===== src/rtl/mmio_io_responder_pkg.sv =====
// IO window map and register-select decode shared by the MMIO responder and its debouncer.
// Pure constants and a combinational decode helper; no latency, no backpressure.
package mmio_io_responder_pkg;

  localparam logic [15:0] IO_MEM       = 16'hCFFD;
  localparam logic [15:0] SWITCHES_LOC = 16'hCFFD;
  localparam logic [15:0] LEDS_LOC     = 16'hCFFE;
  localparam logic [15:0] STATUS_LOC   = 16'hCFFF;

  typedef enum logic [1:0] {
    REG_NONE,
    REG_SWITCHES,
    REG_LEDS,
    REG_STATUS
  } io_sel_e;

  function automatic io_sel_e io_decode(input logic [15:0] addr);
    case (addr)
      SWITCHES_LOC: io_decode = REG_SWITCHES;
      LEDS_LOC:     io_decode = REG_LEDS;
      STATUS_LOC:   io_decode = REG_STATUS;
      default:      io_decode = REG_NONE;
    endcase
  endfunction

endpackage


===== src/rtl/mmio_io_responder_if.sv =====
// CPU port-A bus as seen by the IO responder; rdata/io_hit arrive one cycle after address.
// No backpressure: the responder accepts every access.
interface mmio_io_responder_if;
  logic [15:0] address;
  logic [15:0] wdata;
  logic        wren;
  logic        ram_wren;
  logic        io_hit;
  logic [15:0] rdata;

  modport master (output address, wdata, wren, input ram_wren, io_hit, rdata);
  modport slave  (input address, wdata, wren, output ram_wren, io_hit, rdata);
endinterface


===== src/rtl/mmio_io_responder_switch_debouncer.sv =====
// Two-flop synchronizer plus hold-counter debouncer; stable value lags raw by 2+DEBOUNCE_CYCLES clocks.
// No backpressure; sw_update is a one-cycle combinational pulse on the edge sw_stable changes.
module mmio_io_responder_switch_debouncer #(
  parameter int DEBOUNCE_CYCLES = 50000,
  parameter int SW_WIDTH        = 8
) (
  input  logic                clk,
  input  logic                reset,
  input  logic [SW_WIDTH-1:0] switches_raw,
  output logic [SW_WIDTH-1:0] sw_stable,
  output logic                sw_update
);

  localparam int CNT_W = (DEBOUNCE_CYCLES > 1) ? $clog2(DEBOUNCE_CYCLES) : 1;
  localparam logic [CNT_W-1:0] CNT_LAST = CNT_W'(DEBOUNCE_CYCLES - 1);

  logic [SW_WIDTH-1:0] sync_q1;
  logic [SW_WIDTH-1:0] sw_sync;
  logic [CNT_W-1:0]    cnt;

  // Updates only fire while sync differs from stable, so every update is a real change.
  assign sw_update = (sw_sync != sw_stable) && (cnt == CNT_LAST);

  always_ff @(posedge clk or negedge reset) begin
    if (!reset) begin
      sync_q1   <= '0;
      sw_sync   <= '0;
      sw_stable <= '0;
      cnt       <= '0;
    end else begin
      sync_q1 <= switches_raw;
      sw_sync <= sync_q1;
      if (sw_sync == sw_stable) begin
        cnt <= '0;
      end else if (cnt == CNT_LAST) begin
        sw_stable <= sw_sync;
        cnt       <= '0;
      end else begin
        cnt <= cnt + CNT_W'(1);
      end
    end
  end

endmodule


===== src/rtl/mmio_io_responder.sv =====
// IO-window responder at 0xCFFD+: registered read data 1 cycle after address, LEDS latch, switch status.
// No backpressure; IO writes are masked from EXRAM via ram_wren.
module mmio_io_responder
  import mmio_io_responder_pkg::*;
#(
  parameter int DEBOUNCE_CYCLES = 50000,
  parameter int SW_WIDTH        = 8
) (
  input  logic                 clk,
  input  logic                 reset,
  mmio_io_responder_if.slave   bus,
  input  logic [SW_WIDTH-1:0]  switches_raw,
  output logic [15:0]          seg_value
);

  logic [SW_WIDTH-1:0] sw_stable;
  logic                sw_update;
  logic                sw_changed;
  logic                status_rd;
  logic [15:0]         rd_mux;
  io_sel_e             sel;

  mmio_io_responder_switch_debouncer #(
    .DEBOUNCE_CYCLES (DEBOUNCE_CYCLES),
    .SW_WIDTH        (SW_WIDTH)
  ) u_debounce (
    .clk          (clk),
    .reset        (reset),
    .switches_raw (switches_raw),
    .sw_stable    (sw_stable),
    .sw_update    (sw_update)
  );

  assign sel          = io_decode(bus.address);
  assign bus.ram_wren = bus.wren & (bus.address < IO_MEM);
  assign status_rd    = !bus.wren && (sel == REG_STATUS);

  always_comb begin
    rd_mux = 16'h0000;
    case (sel)
      REG_SWITCHES: rd_mux = 16'(sw_stable);
      REG_LEDS:     rd_mux = seg_value;
      REG_STATUS:   rd_mux = {15'b0, sw_changed};
      default:      rd_mux = 16'h0000;
    endcase
  end

  // rd_mux samples pre-edge state, giving read-before-write on LEDS and pre-clear STATUS.
  always_ff @(posedge clk or negedge reset) begin
    if (!reset) begin
      seg_value  <= 16'h0000;
      sw_changed <= 1'b0;
      bus.rdata  <= 16'h0000;
      bus.io_hit <= 1'b0;
    end else begin
      if (bus.wren && sel == REG_LEDS)
        seg_value <= bus.wdata;
      sw_changed <= sw_update | (sw_changed & ~status_rd);
      bus.rdata  <= rd_mux;
      bus.io_hit <= (bus.address >= IO_MEM);
    end
  end

endmodule

===== src/flat_wrapper.sv =====
// flat-port wrapper written by rule: the top's interface ports become plain ports
module mmio_io_responder_flat import mmio_io_responder_pkg::*;
#(
  parameter int DEBOUNCE_CYCLES = 50000,
  parameter int SW_WIDTH        = 8
)
  (clk, reset, switches_raw, seg_value, bus_address, bus_wdata, bus_wren, bus_ram_wren, bus_io_hit, bus_rdata);
  mmio_io_responder_if bus_i ();
  input  logic clk;
  input  logic reset;
  input  logic [SW_WIDTH-1:0] switches_raw;
  output logic [15:0] seg_value;
  input wire logic [$bits(bus_i.address)-1:0] bus_address;
  input wire logic [$bits(bus_i.wdata)-1:0] bus_wdata;
  input wire logic [$bits(bus_i.wren)-1:0] bus_wren;
  output wire logic [$bits(bus_i.ram_wren)-1:0] bus_ram_wren;
  output wire logic [$bits(bus_i.io_hit)-1:0] bus_io_hit;
  output wire logic [$bits(bus_i.rdata)-1:0] bus_rdata;
  assign bus_i.address = bus_address;
  assign bus_i.wdata = bus_wdata;
  assign bus_i.wren = bus_wren;
  assign bus_ram_wren = bus_i.ram_wren;
  assign bus_io_hit = bus_i.io_hit;
  assign bus_rdata = bus_i.rdata;
  mmio_io_responder #(.DEBOUNCE_CYCLES(DEBOUNCE_CYCLES), .SW_WIDTH(SW_WIDTH)) u_core (.clk(clk), .reset(reset), .bus(bus_i), .switches_raw(switches_raw), .seg_value(seg_value));
endmodule

===== config.mk =====
export PLATFORM = sky130hd
export DESIGN_NAME = mmio_io_responder_flat
export DESIGN_NICKNAME = d
export VERILOG_FILES = /design/src/rtl/mmio_io_responder_pkg.sv /design/src/rtl/mmio_io_responder_if.sv /design/src/rtl/mmio_io_responder_switch_debouncer.sv /design/src/rtl/mmio_io_responder.sv /design/src/flat_wrapper.sv
export SDC_FILE = /design/constraint.sdc
export NUM_CORES = 1
export LEC_CHECK = 0
export BUFFER_PORTS_ARGS = -buffer_cell sky130_fd_sc_hd__buf_2
export CAP_MARGIN = 5
export CORE_MARGIN = 2
export CORE_UTILIZATION = 47
export DETAILED_ROUTE_END_ITERATION = 8
export HOLD_SLACK_MARGIN = 0.08
export PLACE_DENSITY = 0.86
export RECOVER_POWER = 25
export SLEW_MARGIN = 20
export SYNTH_ARGS = -nofsm -noshare
export SYNTH_HDL_FRONTEND = slang
export SYNTH_SLANG_ARGS = --single-unit
export TNS_END_PERCENT = 20

===== constraint.sdc =====
create_clock -name clk -period 1.5 [get_ports clk]
set_input_delay 0.375 -clock clk [delete_from_list [all_inputs] [get_ports clk]]
set_output_delay 0.375 -clock clk [all_outputs]
set_load 0.005 [all_outputs]

==> flow_summary_export.csv <==
group,metric,value,unit
sta,relSlewSlack,56.8,%
logic_synthesis,ys_seq_area_share,60.4,%
pwr,p_int,3.04,mW
global_routing,grt_util_all_layers,20.3,%
setup_path,r2r_start,"u_core.u_debounce.cnt[12]",
route,drc_errors,0,
route,via_per_inst,5.29,
sta,fin_crit,1.77,ns
outcome,status,"finished, violations left",
logic_synthesis,syn_avg_cell_area,13.1,µm²
pwr,cellPowerDensity,1020,nW/µm²
global_routing,use_met1,24.5,%
finish,postLayoutCoreUtil,65.2,%
global_routing,grt-ovfl-total,0,
finish,area_delta_synth_final,34.4,%
global_routing,use_met2,34.5,%
place,pre_cts_ws,-0.314,ns
setup_path,required,1.74,ns
setup_path,rrSetupSlack,-0.27,ns
die,die-area,7180,µm²
pwr,p_comb_share,12.4,%
finish,multi_input_area,1250,µm²
sta,hold_violations,0,
sta,rsz0062_at_grt,"yes",
global_routing,first_global_vias,2385,
die,die_h,84.7,µm
sta,tightest_slew,0.647,ns
setup_path,crit_path_start_kind,"register",
setup_path,slowest_delay,0.41,ns
route,vias,2311,
setup_path,rr_endpoint,"u_core.u_debounce.sw_stable[5]",
setup_path,slowest_stage,"dfrtp_1",
finish,antenna_cells,0,
clocking,htreeDepth,3,
clocking,cts-root-buf,"clkbuf_8",
place,gp_congestion,0.849,
sta,setup_ws,-0.267,ns
clocking,numCtsBuffers,9,
clocking,clock-sinks,74,
logic_synthesis,synthMuxAreaShare,10.0,%
place,place_hpwl,4.64,mm
logic_synthesis,async_flop_share,100,%
logic_synthesis,synth.cell_area,3060,µm²
finish,stdcell_count,437,
logic_synthesis,ys_ff_latch,74,
logic_synthesis,ys_types,39,
global_routing,antenna_found_initial,0,
global_routing,grt_pass1_wl,11.4,mm
pwr,clkPwrFrac,35.4,%
clocking,cts_tree,"done",
pwr,p_switching,1.18,mW
die,core_area,6310,µm²
die,core.rowCount,29,
logic_synthesis,synth-edff-count,0,
logic_synthesis,syn-instance-count,234,
logic_synthesis,synth-compound-area-share,3.80,%
place,port_buffers,76,
global_routing,use_met3,4.72,%
setup_path,reg2regPathDepth,4,
logic_synthesis,synthAdderAreaFrac,0.408,%
pwr,p_leak,2.14,nW
clocking,cts_max_path_buffers,2,
finish,num-nets-final,399,
route,wl,7.01,mm
pwr,sw_frac_of_total,28.1,%
setup_path,cp_num_buf_inv,0,
global_routing,grt_max_degree,75,
setup_path,worst-path-stages,4,
clocking,insertion_delay,0.36,ns
setup_path,cp-end-kind,"register",
route,wl_per_cell,16.0,µm
logic_synthesis,yosys.area_share.simple,17.8,%
finish,regArea,1850,µm²
pwr,peakVddDrop,845,µV
finish,fill_cells,460,
flow_run,drv_cap,0,
setup_path,critPathTopFamily,"simple AND/OR/NAND/NOR gates",
setup_path,endpoint,"u_core.u_debounce.sw_stable[5]",
logic_synthesis,synth_xor_area_share,5.72,%
sta,setup_viol,25,
pwr,seqPwrFrac,52.2,%
logic_synthesis,synthFlopType,"dfrtp_1",
route,drt_first_pass_iters,4,
setup_path,critical_path.cell_chain,"nor4bb_4 -> nand4_1 -> o21ba_4 -> mux2_4",
outcome,failed_checks,"setup timing",
setup_path,critPathMaxFanout,5,
die,ios,77,
finish,drive_above_1_share,47.8,%
logic_synthesis,ys_warn_count,0,
setup_path,worstPathArrival,2.01,ns
die,die_w,84.7,µm
clocking,clkTransAtPathRegs,0.08,ns
setup_path,critical_path_class,"reg2reg",
logic_synthesis,synth_top_family_by_area,"simple AND/OR/NAND/NOR gates",
sta,clock.fmax,566,MHz
place,dp_cells,416,
sta,drv_slew,0,
route,ant_nets,0,
global_routing,grt_busiest_layer,"met2",
route,drtIter0Drc,173,
worst_hold_path,hp-class,"in2reg",
logic_synthesis,synth_fp_nets,278,
die,start_util,48.5,%
sta,period_share,118,%
sta,fin_skew,0.0108,ns
setup_path,startpoint,"u_core.u_debounce.cnt[12]",
-- worst min-delay path by stage --
stage               slack [ns]  cells after the start                          from                            to
finish                    0.12                      1               switches_raw[4]  u_core.u_debounce.sync_q1[4]
global route              0.11                      1               switches_raw[6]  u_core.u_debounce.sync_q1[6]
CTS                       0.11                      1               switches_raw[4]  u_core.u_debounce.sync_q1[4]
detailed placement        0.34                      0  u_core.u_debounce.sync_q1[6]  u_core.u_debounce.sw_sync[6]
global placement          0.33                      0  u_core.u_debounce.sync_q1[4]  u_core.u_debounce.sw_sync[4]
floorplan                 0.08                      0                         reset             u_core.bus.io_hit
-- logic make-up after synthesis --
kind of cell	after synthesis
xor gates and xnor gates	20
DFF	74
and+or+nand+nor	88
buffers and inverters	10
muxes	24
AOI/OAI and AO/OA	17
adders and majority gates	1
-- through the flow --
step / power [mW] / cell area [µm²] / TNS, ns / hold slack (ns)
after floorplan: 2.42 / 3090 / -3.83 / 0.0794
after global placement: 2.71 / 3830 / -8.82 / 0.333
after detailed placement: 2.75 / 3830 / -10.80 / 0.336
after CTS: 4.24 / 4090 / -3.35 / 0.113
after global routing: 4.40 / 4120 / -4.73 / 0.114
final: 4.22 / 4120 / -3.96 / 0.121
-- power by group through the flow --
stage | Sequential, mW | Combinational (mW) | Clock [mW]
finish | 2.20 | 0.525 | 1.49
global route | 2.22 | 0.576 | 1.61
CTS | 2.20 | 0.530 | 1.51
detailed placement | 2.23 | 0.513 | 0
global placement | 2.22 | 0.487 | 0
floorplan | 2.24 | 0.182 | 0
-- layer usage --
layer	wire length (µm)	vias to the layer above
met4	198	0
met1	2840	1148
met2	3630	79
met5	0	-
li1	-	1064
met3	340	20
-- flip-flops by register name, summed over array words and instances, names as in the netlist --
| name | cells |
|---|---|
| u_core.bus.io_hit | 1 |
| u_core.bus.rdata | 16 |
| u_core.seg_value | 16 |
| u_core.sw_changed | 1 |
| u_core.u_debounce.cnt | 16 |
| u_core.u_debounce.sw_stable | 8 |
| u_core.u_debounce.sw_sync | 8 |
| u_core.u_debounce.sync_q1 | 8 |
-- area by class of cell --
| cell class | instances | area share (%) |
|---|---|---|
| flip-flops and latches | 74 | 45.0 |
| multi-input cells | 151 | 30.5 |
| repair buffers | 116 | 17.3 |
| clock buffers | 9 | 3.01 |
| well taps | 77 | 2.34 |
| clock inverters | 7 | 1.61 |
| inverters | 3 | 0.273 |
-- cell usage after synthesis (2+ instances only) --
master	count	share of area, %
dfrtp_1	74	60
clkbuf_1	3	0.37
and2_1	8	1.6
nor4_4	2	1.4
nor4_1	4	0.82
nand4_1	6	1.2
buf_4	2	0.49
o21ai_0	2	0.33
xor2_1	2	0.57
or3_1	3	0.61
a21o_1	8	2.0
nand4_4	2	1.4
nand2_1	17	2.1
nor2_1	18	2.2
inv_1	3	0.37
mux2_4	10	4.9
nor3_1	11	1.8
a21oi_1	3	0.49
nand3_1	6	0.98
mux2_2	14	5.1
xnor2_1	18	5.1
-- cell usage in the layout (no fill, tap or decap), types with 3 or more instances in the layout --
cell type  synthesis  layout
mux2_4            10      18
buf_4              2      36
buf_2              1      75
mux2_2            14       6
nor3_1            11      11
xnor2_1           18      18
a21o_1             8       8
nor2_1            18      18
clkbuf_8           0       9
and2_1             8       8
inv_1              3       3
dfrtp_1           74      73
inv_6              0       4
nand3_1            6       6
nor4_1             4       3
nand2_1           17      17
a21oi_1            3       3
nand4_1            6       6
-- what timing repair did --
| item | CTS | global route |
|---|---|---|
| setup endpoints to repair | 18 | 28 |
| gates cloned | 1 | 0 |
| buffers inserted | 2 | 1 |
| hold buffers | 1 | 0 |
| hold endpoints to repair | 74 | 0 |
| resized for setup | 7 | 6 |
| pin swaps | 2 | 5 |
(Power assumes the default switching activity.)
